`src/rtl/tt7_sweep_capture.sv`:
```
// Truth-table capture harness: sweeps every minterm onto x_out, samples f_in and returns
// the table, its ones-count and (with TT_COMPARE_EN defined) a match against EXPECT_TT.
module tt7_sweep_capture #(
  parameter int                         NVARS     = 7,
  parameter int                         SETTLE    = 0,
  parameter logic [(2**NVARS)-1:0]      EXPECT_TT = '0
) (
  input  logic                   clk,
  input  logic                   rst,
  input  logic                   start,
  input  logic                   abort,
  output logic [NVARS-1:0]       x_out,
  input  logic                   f_in,
  output logic                   busy,
  output logic [(2**NVARS)-1:0]  tt,
  output logic [NVARS:0]         pop_count,
  output logic                   tt_valid,
  input  logic                   tt_ready,
  output logic                   match,
  output logic [1:0]             state_o
);

  localparam int TTW = 2**NVARS;
  localparam logic [3:0] SETTLE_L = 4'(SETTLE);

  typedef enum logic [1:0] {
    S_IDLE = 2'd0,
    S_RUN  = 2'd1,
    S_HOLD = 2'd2
  } state_t;

  // Handshake: the result (tt, pop_count, match) is offered while tt_valid is high and
  // stays frozen until an edge where tt_valid & tt_ready; that edge consumes it.
  state_t            state_q, state_d;
  logic [NVARS-1:0]  x_q, x_d;
  logic [TTW-1:0]    tt_q, tt_d;
  logic [NVARS:0]    pop_q, pop_d;
  logic [3:0]        settle_q, settle_d;
  logic              sample;
  logic              last;

  assign sample = (state_q == S_RUN) && (settle_q == SETTLE_L);
  assign last   = (x_q == {NVARS{1'b1}});

`ifdef TT_COMPARE_EN
  logic match_q, match_d;
`endif

  always_ff @(posedge clk or posedge rst) begin
    if (rst) begin
      state_q  <= S_IDLE;
      x_q      <= '0;
      tt_q     <= '0;
      pop_q    <= '0;
      settle_q <= '0;
    end else begin
      state_q  <= state_d;
      x_q      <= x_d;
      tt_q     <= tt_d;
      pop_q    <= pop_d;
      settle_q <= settle_d;
    end
  end

`ifdef TT_COMPARE_EN
  always_ff @(posedge clk or posedge rst) begin
    if (rst) begin
      match_q <= 1'b0;
    end else begin
      match_q <= match_d;
    end
  end
`endif

  always_comb begin
    state_d  = state_q;
    x_d      = x_q;
    tt_d     = tt_q;
    pop_d    = pop_q;
    settle_d = settle_q;
`ifdef TT_COMPARE_EN
    match_d  = match_q;
`endif
    case (state_q)
      S_IDLE: begin
        if (start) begin
          state_d  = S_RUN;
          x_d      = '0;
          tt_d     = '0;
          pop_d    = '0;
          settle_d = '0;
`ifdef TT_COMPARE_EN
          match_d  = 1'b0;
`endif
        end
      end
      S_RUN: begin
        if (abort) begin
          state_d  = S_IDLE;
          x_d      = '0;
          tt_d     = '0;
          pop_d    = '0;
          settle_d = '0;
`ifdef TT_COMPARE_EN
          match_d  = 1'b0;
`endif
        end else if (sample) begin
          tt_d[x_q] = f_in;
          pop_d     = pop_q + (NVARS+1)'(f_in);
          settle_d  = '0;
          x_d       = x_q + NVARS'(1);
          if (last) begin
            state_d = S_HOLD;
`ifdef TT_COMPARE_EN
            match_d = (tt_d == EXPECT_TT);
`endif
          end
        end else begin
          settle_d = settle_q + 4'd1;
        end
      end
      S_HOLD: begin
        // start is deliberately not looked at here: requests are never queued.
        if (abort) begin
          state_d  = S_IDLE;
          x_d      = '0;
          tt_d     = '0;
          pop_d    = '0;
          settle_d = '0;
`ifdef TT_COMPARE_EN
          match_d  = 1'b0;
`endif
        end else if (tt_ready) begin
          state_d  = S_IDLE;
`ifdef TT_COMPARE_EN
          match_d  = 1'b0;
`endif
        end
      end
      default: begin
        state_d = S_IDLE;
      end
    endcase
  end

  assign x_out     = x_q;
  assign tt        = tt_q;
  assign pop_count = pop_q;
  assign busy      = (state_q == S_RUN);
  assign tt_valid  = (state_q == S_HOLD);
  assign state_o   = state_q;

`ifdef TT_COMPARE_EN
  assign match = match_q;
`else
  // Folds to constant 0; the reference keeps EXPECT_TT used in this build.
  assign match = 1'b0 & (|EXPECT_TT);
`endif

endmodule

```
`config.mk`:
```
export PLATFORM = sky130hd
export DESIGN_NAME = tt7_sweep_capture
export DESIGN_NICKNAME = d
export VERILOG_FILES = /design/src/rtl/tt7_sweep_capture.sv
export SDC_FILE = /design/constraint.sdc
export NUM_CORES = 1
export LEC_CHECK = 0
export ABC_AREA = 1
export BUFFER_PORTS_ARGS = -buffer_cell sky130_fd_sc_hd__buf_2
export CORE_MARGIN = 5
export CORE_UTILIZATION = 55
export DETAILED_ROUTE_END_ITERATION = 10
export PLACE_DENSITY = 0.79
export SLEW_MARGIN = 20
export SYNTH_ARGS = -nofsm -noshare
export SYNTH_HDL_FRONTEND = slang
export SYNTH_SLANG_ARGS = --single-unit
```
`constraint.sdc`:
```
create_clock -name clk -period 7 [get_ports clk]
set_input_delay 1.4 -clock clk [delete_from_list [all_inputs] [get_ports clk]]
set_output_delay 1.4 -clock clk [all_outputs]
set_load 0.01 [all_outputs]
```
==> metrics.md, run 1 <==
| Metric | Value |
|---|---|
| Status | `complete, no violations` |
| Net Sw Power | `1.15 mW` |
| Initial Utilization | `55.7%` |
| Max VDD drop | `0.379 mV` |
| Crit path buf inv count | `3` |
| Global-route wire length before repair | `41400 um` |
| Setup TNS | `0 ns` |
| Ys Warns | `0` |
| Relative slew slack | `22.0%` |
| Share of cells above drive strength 1 | `14.3%` |
| Clock power frac | `35.2%` |
| Post-detail-place hpwl | `15300 um` |
| Top FF cell, synth | `dfrtp_1` |
| ANT cells | `0` |
| Die Height | `137 um` |
| Largest family of logic cells by synthesized area | `simple AND/OR/NAND/NOR gates` |
| Syn avg cell area | `6.69 sq um` |
| Cell Pwr Density | `278 mW/mm^2` |
| Sink Count | `149` |
| Final WL | `25300 um` |
| Crit-path cells | `buf_2, inv_2, nand2_2, nor2_2, nor2_4, buf_4, nand2_1, nand2_1, o21ai_0` |
| Largest net degree at the start of global routing | `96` |
| Final Skew | `0.00759 ns` |
| I/O pins | `154` |
| Mapped Area | `0.00882 sq mm` |
| Finish-stage setup viols | `0` |
| Sequential-to-total area share from yosys stat | `42.3%` |
| WHS | `0.480 ns` |
| Unrepaired setup endpoints after global routing | `no` |
| Type of origin of the critical path | `primary input` |
| Worst skew pair latency | `0.43 ns` |
| Per-cell routed wire length | `15.4 um` |
| CORE AREA | `0.0158 sq mm` |
| Nets | `1423` |
| Place WS | `3.28 ns` |
| Multiplexer share of the synthesized area | `0%` |
| Vias per inst | `5.48` |
| Yosys reg bits | `149` |
| Drt pass-1 iters | `7` |
| Worst endpoint required time | `7.30 ns` |
| Pins Over Slew Limit | `0` |
| Post-synthesis simple-gate area fraction | `42.5%` |
| DRC violations left | `0` |
| Initial antenna violation count | `0` |
| Setup bufs post-CTS | `0` |
| Switching part of the total | `41.2%` |
| Clock root cell | `clkbuf_16` |
| Least-Margin Pin Slew | `1.17 ns` |
| Critical path class | `in -> reg` |
| Post-route ant nets | `0` |
| Cells after Synth | `1318` |
| GPL Wtd Cong | `0.903` |
| CTS resizes | `0` |
| CP arrival | `3.68 ns` |
| Vias in the first global route | `8238` |
| Power Internal | `1.65 mW` |
| CP peak stage delay | `0.64 ns` |
| Flop pwr share | `32.7%` |
| Number of synthesized flops with an enable pin | `0` |
| Clock tree buffer depth | `2` |
| Starting DRT DRC Count | `1076` |
| Area share of fa/ha/maj cells after synthesis | `0.709%` |
| Global Route Usage Sum | `27.6%` |
| Htree depth | `4` |
| Hold_buf cts | `0` |
| Post-synthesis cell type count | `25` |
| Cell mode on critical path | `nand2_1` |
| FFs w/ async S/R, synth | `100%` |
| Crit. End Element | `flop` |
| Final hold violation count | `0` |
| Synth Area in Compound Gates | `2.35%` |
| Finished Core Util | `63.5%` |
| Gate power share | `32.1%` |
| Clock transition at path regs | `0.06 ns` |
| Smallest setup slack after layout | `3.62 ns` |
| Max cap viols | `0` |
| Critical Path Slowest Stage Cell | `buf_4` |
| Port-buffer cells | `152` |
| Fin crit period | `3.38 ns` |
| CTS tree | `yes` |
| Static Leak | `6.19 nW` |
| Standard-cell rows | `46` |
| Global route overflow | `0` |
| Max Fclk | `0.296 GHz` |
| Worst min path class | `reg -> reg` |
| Delay-heaviest family, CP | `simple AND/OR/NAND/NOR gates` |
| Area growth syn-to-layout | `14.0%` |
| Post-Synth XOR/XNOR Area | `0%` |
| Synthesized Nets | `1329` |
| Final Cycle Share | `48.3%` |
| Die area | `0.0187 sq mm` |
| Die Wd | `137 um` |
| CTS buffer count | `17` |
| Maximum fanout along the worst path | `67` |
| Total number of vias | `8985` |
worst reg2reg max path, cell delays in order, from the launching register on:
cell	delay, ns
dfrtp_1	0.48
nor2_1	0.17
nand2_1	0.10
nand2_2	0.17
inv_4	0.18
nand2_4	0.53
buf_4	0.68
nand2_1	0.16
nand2_1	0.09
nand2_1	0.06
inv_1	0.05
power by group through the flow:
stage / registers, mW / logic [mW] / clock network, mW
floorplan: 0.931 / 0.782 / 0
global placement: 0.931 / 0.882 / 0
CTS: 0.915 / 0.885 / 0.985
finish: 0.916 / 0.900 / 0.984
detailed placement: 0.930 / 0.883 / 0
global route: 0.919 / 0.981 / 1.02
layout by cell type (no fill, tap or decap), drive strengths merged:
cell type and instances:
nand2 438, nand3 269, buf 159, nor2 155, inv 153, dfrtp 149
o21ai 27, clkbuf 21, a21oi 13, nor3 11, nand4 10, clkinv 6
ha 5, bufinv 4, o21bai 1, nor3b 1, conb 1, clkinvlp 1
metrics by stage:
stage                     power, mW  instances  area (sq um)
final                          2.80       1640         10100
after global routing           2.92       1640         10100
after CTS                      2.79       1640         10100
after detailed placement       1.81       1609          9430
after global placement         1.81       1609          9430
after floorplan                1.71       1318          8820
cells in the mapped netlist (4+ instances only):
master | number | area share (%)
clkbuf_1 | 19 | 0.81
inv_1 | 149 | 6.3
buf_6 | 12 | 1.5
nand2_2 | 4 | 0.28
nand4_1 | 10 | 0.71
dfrtp_1 | 149 | 42
a21oi_1 | 13 | 0.74
buf_2 | 45 | 2.6
buf_4 | 8 | 0.68
o21ai_1 | 7 | 0.40
nand3_1 | 269 | 15
nor2_1 | 152 | 6.5
o21ai_0 | 20 | 1.1
nor3_1 | 11 | 0.62
inv_2 | 4 | 0.17
ha_1 | 5 | 0.71
nand2_1 | 432 | 18
sequential cells by signal, summed over array words and instances, names as in the netlist:
name	cells
pop_count	8
settle_q	4
state_o	2
tt	128
x_out	7
logic make-up after synthesis:
| kind of cell | Yosys count |
|---|---|
| AND/OR/NAND/NOR | 884 |
| adder cells (fa/ha/maj) | 5 |
| other | 1 |
| flip-flops | 149 |
| AO/OA/AOI/OAI | 41 |
| buffers and inverters | 238 |
layer usage:
layer / wire (um) / GRT usage [%] / vias to the layer above
met5: 0 / 0 / -
met4: 791 / 12.4 / 0
met3: 2120 / 4.49 / 63
met2: 11900 / 42.1 / 441
met1: 10500 / 38.9 / 4178
li1: - / - / 4303
area by class of cell:
| type | instances | area, sq um |
|---|---|---|
| clock buffers | 21 | 470 |
| clock inverters | 10 | 153 |
| inverters | 154 | 586 |
| well taps | 216 | 270 |
| multi-input cells | 931 | 4040 |
| flip-flops and latches | 149 | 3730 |
| repair buffers | 159 | 813 |
| fillers | 1426 | 5770 |
worst paths after layout:
path                                 start        to  slack, ns  cells past startpoint
worst max-delay path                 abort   tt[126]       3.62                      9
max in group asynchronous              rst  x_out[4]       4.50                      3
worst min-delay path               tt[111]   tt[111]       0.48                      2
worst max register to register  state_o[1]    tt[66]       4.28                     10
min in group asynchronous              rst   tt[103]       1.12                      2
worst min register to register     tt[111]   tt[111]       0.48                      2
No activity file was read; power rests on OpenSTA's default activity.
==> inputs of run 2 (changes only) <==
--- a/config.mk
+++ b/config.mk
@@ -5,12 +5,12 @@
 export SDC_FILE = /design/constraint.sdc
 export NUM_CORES = 1
 export LEC_CHECK = 0
-export ABC_AREA = 1
+export ABC_AREA = 0
 export BUFFER_PORTS_ARGS = -buffer_cell sky130_fd_sc_hd__buf_2
 export CORE_MARGIN = 5
 export CORE_UTILIZATION = 55
 export DETAILED_ROUTE_END_ITERATION = 10
-export PLACE_DENSITY = 0.79
+export PLACE_DENSITY = 0.8
 export SLEW_MARGIN = 20
 export SYNTH_ARGS = -nofsm -noshare
 export SYNTH_HDL_FRONTEND = slang
==> constraint.sdc (replaced) <==
create_clock -name clk -period 3.4 [get_ports clk]
set_input_delay 0.68 -clock clk [delete_from_list [all_inputs] [get_ports clk]]
set_output_delay 0.68 -clock clk [all_outputs]
set_load 0.01 [all_outputs]
==> metrics.md, run 2 <==
| Metric | Value |
|---|---|
| Status | `complete, no violations (unchanged)` |
| Htree depth | `4 (unchanged)` |
| Fin crit period | `2.63 ns` |
| Delay-heaviest family, CP | `buffers and inverters (was simple AND/OR/NAND/NOR gates)` |
| Die Wd | `125 um (was 137 um)` |
| Syn avg cell area | `11.3 sq um (was 6.69 sq um)` |
| Unrepaired setup endpoints after global routing | `no (unchanged)` |
| Port-buffer cells | `152 (unchanged)` |
| Flop pwr share | `42.6% (was 32.7%)` |
| Max cap viols | `0 (unchanged)` |
| ANT cells | `0 (unchanged)` |
| Fillers | `1006 (was 1426)` |
| Per-cell routed wire length | `24.4 um (was 15.4 um)` |
| R2R Path Start | `state_o[0] (was state_o[1])` |
| Worst min path class | `in -> async (was reg -> reg)` |
| Global-route wire length before repair | `35800 um (was 41400 um)` |
| Final Cycle Share | `77.4%` |
| Post-synthesis cell type count | `49 (was 25)` |
| Crit. End Element | `flop (unchanged)` |
| Clock transition at path regs | `0.06 ns (about the same)` |
| Maximum fanout along the worst path | `77 (was 67)` |
| Critical Path Slowest Stage Cell | `buf_4 (unchanged)` |
| Max reg flops | `128 (unchanged)` |
| CTS buffer count | `17 (unchanged)` |
| Clock root cell | `clkbuf_16 (unchanged)` |
| Crit path buf inv count | `2 (was 3)` |
| Drt pass-1 iters | `8 (was 7)` |
| Net Sw Power | `1.13 mW (was 1.15 mW)` |
| Beginning of the critical path | `state_o[0] (was abort)` |
| Clock power frac | `46.6% (was 35.2%)` |
| Ys Warns | `0 (unchanged)` |
| Cell Pwr Density | `496 mW/mm^2 (was 278 mW/mm^2)` |
| Commonest cells post-synth | `dfrtp_1, o31ai_1, o311ai_0, clkbuf_1, o311ai_1 (was nand2_1, nand3_1, nor2_1, dfrtp_1, inv_1)` |
| Critical path class | `reg -> reg (was in -> reg)` |
| Crit-path cells | `or3b_1, buf_4, o22ai_4, buf_4, o311ai_0, o31ai_1 (was buf_2, inv_2, nand2_2, nor2_2, nor2_4, buf_4, nand2_1, nand2_1, o21ai_0)` |
| Post-synth top area share | `51.5% (was 42.3%)` |
| Area growth syn-to-layout | `18.3% (was 14.0%)` |
| Critical path depth in cells | `6 (was 9)` |
| CTS tree | `yes (unchanged)` |
| CORE AREA | `0.0131 sq mm (was 0.0158 sq mm)` |
| R2R cell count | `6 (was 10)` |
| Switching part of the total | `26.6% (was 41.2%)` |
| Post-route ant nets | `0 (unchanged)` |
| Worst endpoint required time | `3.71 ns (was 7.30 ns)` |
| Nets | `750 (was 1423)` |
| WHS | `0.372 ns (was 0.480 ns)` |
| Cell taking the most area after synthesis | `dfrtp_1 (unchanged)` |
| Max Fclk | `0.380 GHz` |
| Synthesized Nets | `651 (was 1329)` |
| Register-to-register setup slack | `0.77 ns (was 4.28 ns)` |
| Die area | `0.0156 sq mm (was 0.0187 sq mm)` |
| DRC violations left | `0 (unchanged)` |
| Power Internal | `3.12 mW (was 1.65 mW)` |
| Largest net degree at the start of global routing | `78 (was 96)` |
| FFs w/ async S/R, synth | `100% (unchanged)` |
| Cell mode on critical path | `buf_4 (was nand2_1)` |
| Least-Margin Pin Slew | `0.910 ns (was 1.17 ns)` |
| Most frequent cells in the layout | `buf_2, dfrtp_1, o31ai_1, o311ai_0, o311ai_1 (was nand2_1, nand3_1, buf_2, nor2_1, dfrtp_1)` |
| Top FF cell, synth | `dfrtp_1 (unchanged)` |
| Global Route Usage Sum | `28.7% (was 27.6%)` |
| I/O pins | `154 (unchanged)` |
| Setup bufs post-CTS | `0 (unchanged)` |
| Sequential-to-total area share from yosys stat | `51.5% (was 42.3%)` |
| End of the worst register-to-register path | `tt[127] (was tt[66])` |
| Standard-cell rows | `42 (was 46)` |
| Type of origin of the critical path | `flop (was primary input)` |
| Initial antenna violation count | `0 (unchanged)` |
| Sink Count | `149 (unchanged)` |
| Die Height | `125 um (was 137 um)` |
| Relative slew slack | `39.3% (was 22.0%)` |
| Number of synthesized flops with an enable pin | `0 (unchanged)` |
| Global route overflow | `0 (unchanged)` |
| Vias per inst | `7.17 (was 5.48)` |
| Final Skew | `0.00813 ns (was 0.00759 ns)` |
| Vias in the first global route | `6276 (was 8238)` |
| Cells after Synth | `640 (was 1318)` |
| Mapped Area | `0.00725 sq mm (was 0.00882 sq mm)` |
| CP arrival | `2.94 ns (was 3.68 ns)` |
| Synth top area cells | `dfrtp_1, o31ai_1, o311ai_0 (was dfrtp_1, nand2_1, nand3_1)` |
| Max VDD drop | `0.304 mV (was 0.379 mV)` |
| Post-detail-place hpwl | `13900 um (was 15300 um)` |
| Starting DRT DRC Count | `1027 (was 1076)` |
| CTS resizes | `0 (unchanged)` |
| Finish-stage setup viols | `0 (unchanged)` |
| Most common cell after layout, fill and taps aside | `buf_2 (was nand2_1)` |
| Setup TNS | `0 ns (unchanged)` |
| Final WL | `22600 um (was 25300 um)` |
| CP peak stage delay | `0.56 ns (was 0.64 ns)` |
| Share of cells above drive strength 1 | `28.3% (was 14.3%)` |
| Clock tree buffer depth | `2 (unchanged)` |
| Gate power share | `10.8% (was 32.1%)` |
| Final hold violation count | `0 (unchanged)` |
| Most frequent cell after synthesis | `dfrtp_1 (was nand2_1)` |
| Yosys reg bits | `149 (unchanged)` |
| Worst skew pair latency | `0.44 ns (was 0.43 ns)` |
| GPL Wtd Cong | `0.856 (was 0.903)` |
| Hold_buf cts | `0 (unchanged)` |
| Pins Over Slew Limit | `0 (unchanged)` |
| Static Leak | `3.96 nW (was 6.19 nW)` |
| Crit path capture | `tt[127] (was tt[126])` |
| Total number of vias | `6653 (was 8985)` |
| Initial Utilization | `55.4% (was 55.7%)` |
## run 2: changes by cell type in the layout (fill, tap and decap cells not counted), sizes merged, moves of 6 or more
cell    previous run  this run
a21oi             13         2
buf              159       168
inv              153         5
nand2            438        33
nand3            269        12
nor2             155         8
nor2b              0         6
nor3              11         1
o21ai             27        20
o311ai             0       128
o31ai              0       131
## run 2: through the flow
step / util, % / worst slack, ns / power (mW) / instances / area (sq um)
6_report: 65.5 / 0.767 / 4.25 / 928 / 8570
5_1_grt: 65.5 / 0.596 / 4.38 / 928 / 8570
4_1_cts: 65.5 / 0.853 / 4.25 / 928 / 8570
3_5_place_dp: 60.8 / 0.546 / 2.29 / 896 / 7950
3_3_place_gp: 60.8 / 0.681 / 2.27 / 896 / 7950
2_1_floorplan: - / 0.845 / 2.17 / 640 / 7250
## run 2: worst min path at each step
| stage | endpoint | cells after the start | startpoint |
|---|---|---|---|
| 2_1_floorplan | pop_count[7] | 1 | pop_count[7] |
| 3_3_place_gp | pop_count[7] | 1 | pop_count[7] |
| 3_5_place_dp | pop_count[7] | 1 | pop_count[7] |
| 4_1_cts | tt[60] | 2 | rst |
| 5_1_grt | tt[60] | 2 | rst |
| 6_report | tt[60] | 2 | rst |
## run 2: cell type report
class | count | area [sq um] | area share (%)
Multi-Input combinational cell | 397 | 3060 | 35.7
Timing Repair Buffer | 168 | 918 | 10.7
Clock inverter | 8 | 120 | 1.40
Clock buffer | 24 | 502 | 5.85
Inverter | 6 | 26.3 | 0.306
Sequential cell | 149 | 3730 | 43.5
Tap cell | 176 | 220 | 2.57
## run 2: layer usage
metal	wire length [um]	track usage, %
met5	0	0
met4	605	11.7
met3	2150	7.93
met2	10700	43.5
met1	9140	39.3
## run 2: power by group through the flow
stage                     Combinational [mW]  Sequential (mW)  Clock, mW
after floorplan                        0.335             1.83          0
after global placement                 0.434             1.84          0
after detailed placement               0.446             1.84          0
after CTS                              0.448             1.81       1.99
after global routing                   0.489             1.81       2.08
final                                  0.460             1.81       1.98
## run 2: cells by family (layout without fill, tap and decap cells)
family / Yosys count / in the layout / share of synthesized area, %
other: 1 / 1 / 0.0518
multiplexers: 3 / 3 / 0.414
flip-flops: 149 / 149 / 51.5
AND/OR/NAND/NOR: 89 / 89 / 7.81
AO/OA/AOI/OAI: 299 / 299 / 32.7
adder cells (fa/ha/maj): 5 / 5 / 0.863
buffers and inverters: 94 / 206 / 6.67
==> inputs of run 3 (changes only) <==
--- a/config.mk
+++ b/config.mk
@@ -8,9 +8,9 @@
 export ABC_AREA = 0
 export BUFFER_PORTS_ARGS = -buffer_cell sky130_fd_sc_hd__buf_2
 export CORE_MARGIN = 5
-export CORE_UTILIZATION = 55
+export CORE_UTILIZATION = 50
 export DETAILED_ROUTE_END_ITERATION = 10
-export PLACE_DENSITY = 0.8
+export PLACE_DENSITY = 0.77
 export SLEW_MARGIN = 20
 export SYNTH_ARGS = -nofsm -noshare
 export SYNTH_HDL_FRONTEND = slang
==> constraint.sdc (replaced) <==
create_clock -name clk -period 2.3 [get_ports clk]
set_input_delay 0.46 -clock clk [delete_from_list [all_inputs] [get_ports clk]]
set_output_delay 0.46 -clock clk [all_outputs]
set_load 0.01 [all_outputs]
==> metrics.md, run 3 (synthesis gave the netlist of run 2 again) <==
| Metric | Value |
|---|---|
| Nets | `773 (was 750)` |
| Initial Utilization | `50.4% (was 55.4%)` |
| Finished Core Util | `60.6% (was 65.5%)` |
| ANT cells | `0 (unchanged)` |
| Initial antenna violation count | `0 (unchanged)` |
| Final Power | `5.94 mW (was 4.25 mW)` |
| Max reg flops | `128 (unchanged)` |
| Area growth syn-to-layout | `20.2% (was 18.3%)` |
| Max Fclk | `0.452 GHz (was 0.380 GHz)` |
| Fin crit period | `2.21 ns (was 2.63 ns)` |
| Final Skew | `0.00898 ns (was 0.00813 ns)` |
| DRC violations left | `0 (unchanged)` |
| Type of origin of the critical path | `flop (unchanged)` |
| Post-route ant nets | `0 (unchanged)` |
| Unrepaired setup endpoints after global routing | `no (unchanged)` |
| Relative slew slack | `33.6% (was 39.3%)` |
| Share of cells above drive strength 1 | `30.4% (was 28.3%)` |
| Global route overflow | `0 (unchanged)` |
| Delay-heaviest family, CP | `simple AND/OR/NAND/NOR gates (was buffers and inverters)` |
| Drt pass-1 iters | `5 (was 8)` |
| I/O pins | `154 (unchanged)` |
| Critical Path Slowest Stage Cell | `or3_1 (was buf_4)` |
| Fillers | `1167 (was 1006)` |
| Status | `complete, no violations (unchanged)` |
| Crit. End Element | `flop (unchanged)` |
| Sequential cell area | `0.00373 sq mm (unchanged)` |
| Finish-stage setup viols | `0 (unchanged)` |
| Maximum fanout along the worst path | `16 (was 77)` |
| Cell Pwr Density | `682 mW/mm^2 (was 496 mW/mm^2)` |
| WHS | `0.181 ns (was 0.372 ns)` |
| Crit-path cells | `or3_1, o311ai_0, o31ai_2 (was or3b_1, buf_4, o22ai_4, buf_4, o311ai_0, o31ai_1)` |
| Worst skew pair latency | `0.42 ns (was 0.44 ns)` |
| Per-cell routed wire length | `24.2 um (was 24.4 um)` |
| Largest net degree at the start of global routing | `129 (was 78)` |
| Critical path class | `reg -> reg (unchanged)` |
| Most common cell after layout, fill and taps aside | `buf_2 (unchanged)` |
| Global Route Usage Sum | `26.8% (was 28.7%)` |
| Max cap viols | `0 (unchanged)` |
| Setup bufs post-CTS | `0 (unchanged)` |
| Sink Count | `149 (unchanged)` |
| Setup TNS | `0 ns (unchanged)` |
| Clock root cell | `clkbuf_16 (unchanged)` |
| Standard-cell rows | `44 (was 42)` |
| Vias in the first global route | `6248 (was 6276)` |
| CTS tree | `yes (unchanged)` |
| Vias per inst | `7.05 (was 7.17)` |
| Htree depth | `4 (unchanged)` |
| CORE AREA | `0.0144 sq mm (was 0.0131 sq mm)` |
| Worst min path class | `in -> async (unchanged)` |
| CP peak stage delay | `0.85 ns (was 0.56 ns)` |
| Port-buffer cells | `152 (unchanged)` |
| Final WL | `23200 um (was 22600 um)` |
| Final hold violation count | `0 (unchanged)` |
| GPL Wtd Cong | `0.856 (about the same)` |
| Final Cycle Share | `96.2% (was 77.4%)` |
| Multi-input gate area | `0.00306 sq mm (about the same)` |
| Global-route wire length before repair | `35300 um (was 35800 um)` |
| Pins Over Slew Limit | `0 (unchanged)` |
| Worst endpoint required time | `2.58 ns (was 3.71 ns)` |
| Total number of vias | `6749 (was 6653)` |
| CP arrival | `2.50 ns (was 2.94 ns)` |
| Max VDD drop | `0.541 mV (was 0.304 mV)` |
| Clock transition at path regs | `0.06 ns (about the same)` |
| Die Wd | `130 um (was 125 um)` |
| Die Height | `130 um (was 125 um)` |
| Static Leak | `4.02 nW (was 3.96 nW)` |
| Most frequent cells in the layout | `buf_2, dfrtp_1, o31ai_1, o311ai_0, o311ai_1 (unchanged)` |
| Die area | `0.0170 sq mm (was 0.0156 sq mm)` |
| Crit path buf inv count | `0 (was 2)` |
| Starting DRT DRC Count | `992 (was 1027)` |
| CTS buffer count | `17 (unchanged)` |
| Post-detail-place hpwl | `14400 um (was 13900 um)` |
| Least-Margin Pin Slew | `0.995 ns (was 0.910 ns)` |
| Clock tree buffer depth | `2 (unchanged)` |
[run 3: power by group]
group	switching (mW)	internal (mW)
Combinational	0.583	0.171
Clock	1.07	1.45
Sequential	0.0307	2.64
[run 3: path summary, 6_finish.rpt]
kind	cells past startpoint	end	slack, ns	startpoint
max in group asynchronous	3	tt[4]	1.50	rst
max	3	tt[112]	0.09	x_out[2]
min	3	tt[56]	0.18	rst
max reg2reg	3	tt[112]	0.09	x_out[2]
min in group clk	2	state_o[1]	0.31	abort
min reg2reg	1	pop_count[7]	0.48	pop_count[7]
[run 3: per-stage QoR]
stage	cells	cell area (sq um)	setup WS (ns)
5_1_grt	957	8710	0.00519
6_report	957	8710	0.0865
3_3_place_gp	927	8170	0.186
4_1_cts	957	8700	0.139
3_5_place_dp	927	8170	0.104
2_1_floorplan	640	7250	-0.0350
[run 3: worst register-to-register path: stages (launching register included)]
cell and delay, ns:
dfrtp_1 0.53, or3_1 0.86, o311ai_0 0.57, o31ai_2 0.12
[run 3: per-layer routing]
metal | global-route usage, % | part of all wire, % | up-vias
met5 | 0 | 0 | -
met4 | 8.71 | 2.3 | 0
met3 | 6.79 | 10 | 51
met2 | 41.6 | 47 | 426
met1 | 37.3 | 40 | 3366
li1 | - | - | 2906
[run 3: timing repair]
item / 4_1_cts / 5_1_grt
hold buffers: 0 / 0
resized for setup: 0 / 1
endpoints found under the setup margin: 0 / 1
[run 3: area by class of cell]
| type | instances | share of cell area (%) |
|---|---|---|
| Sequential cell | 149 | 42.8 |
| Multi-Input combinational cell | 397 | 35.2 |
| Clock inverter | 8 | 0.618 |
| Clock buffer | 22 | 5.45 |
| Timing Repair Buffer | 191 | 13.0 |
| Inverter | 6 | 0.302 |
| Tap cell | 184 | 2.64 |
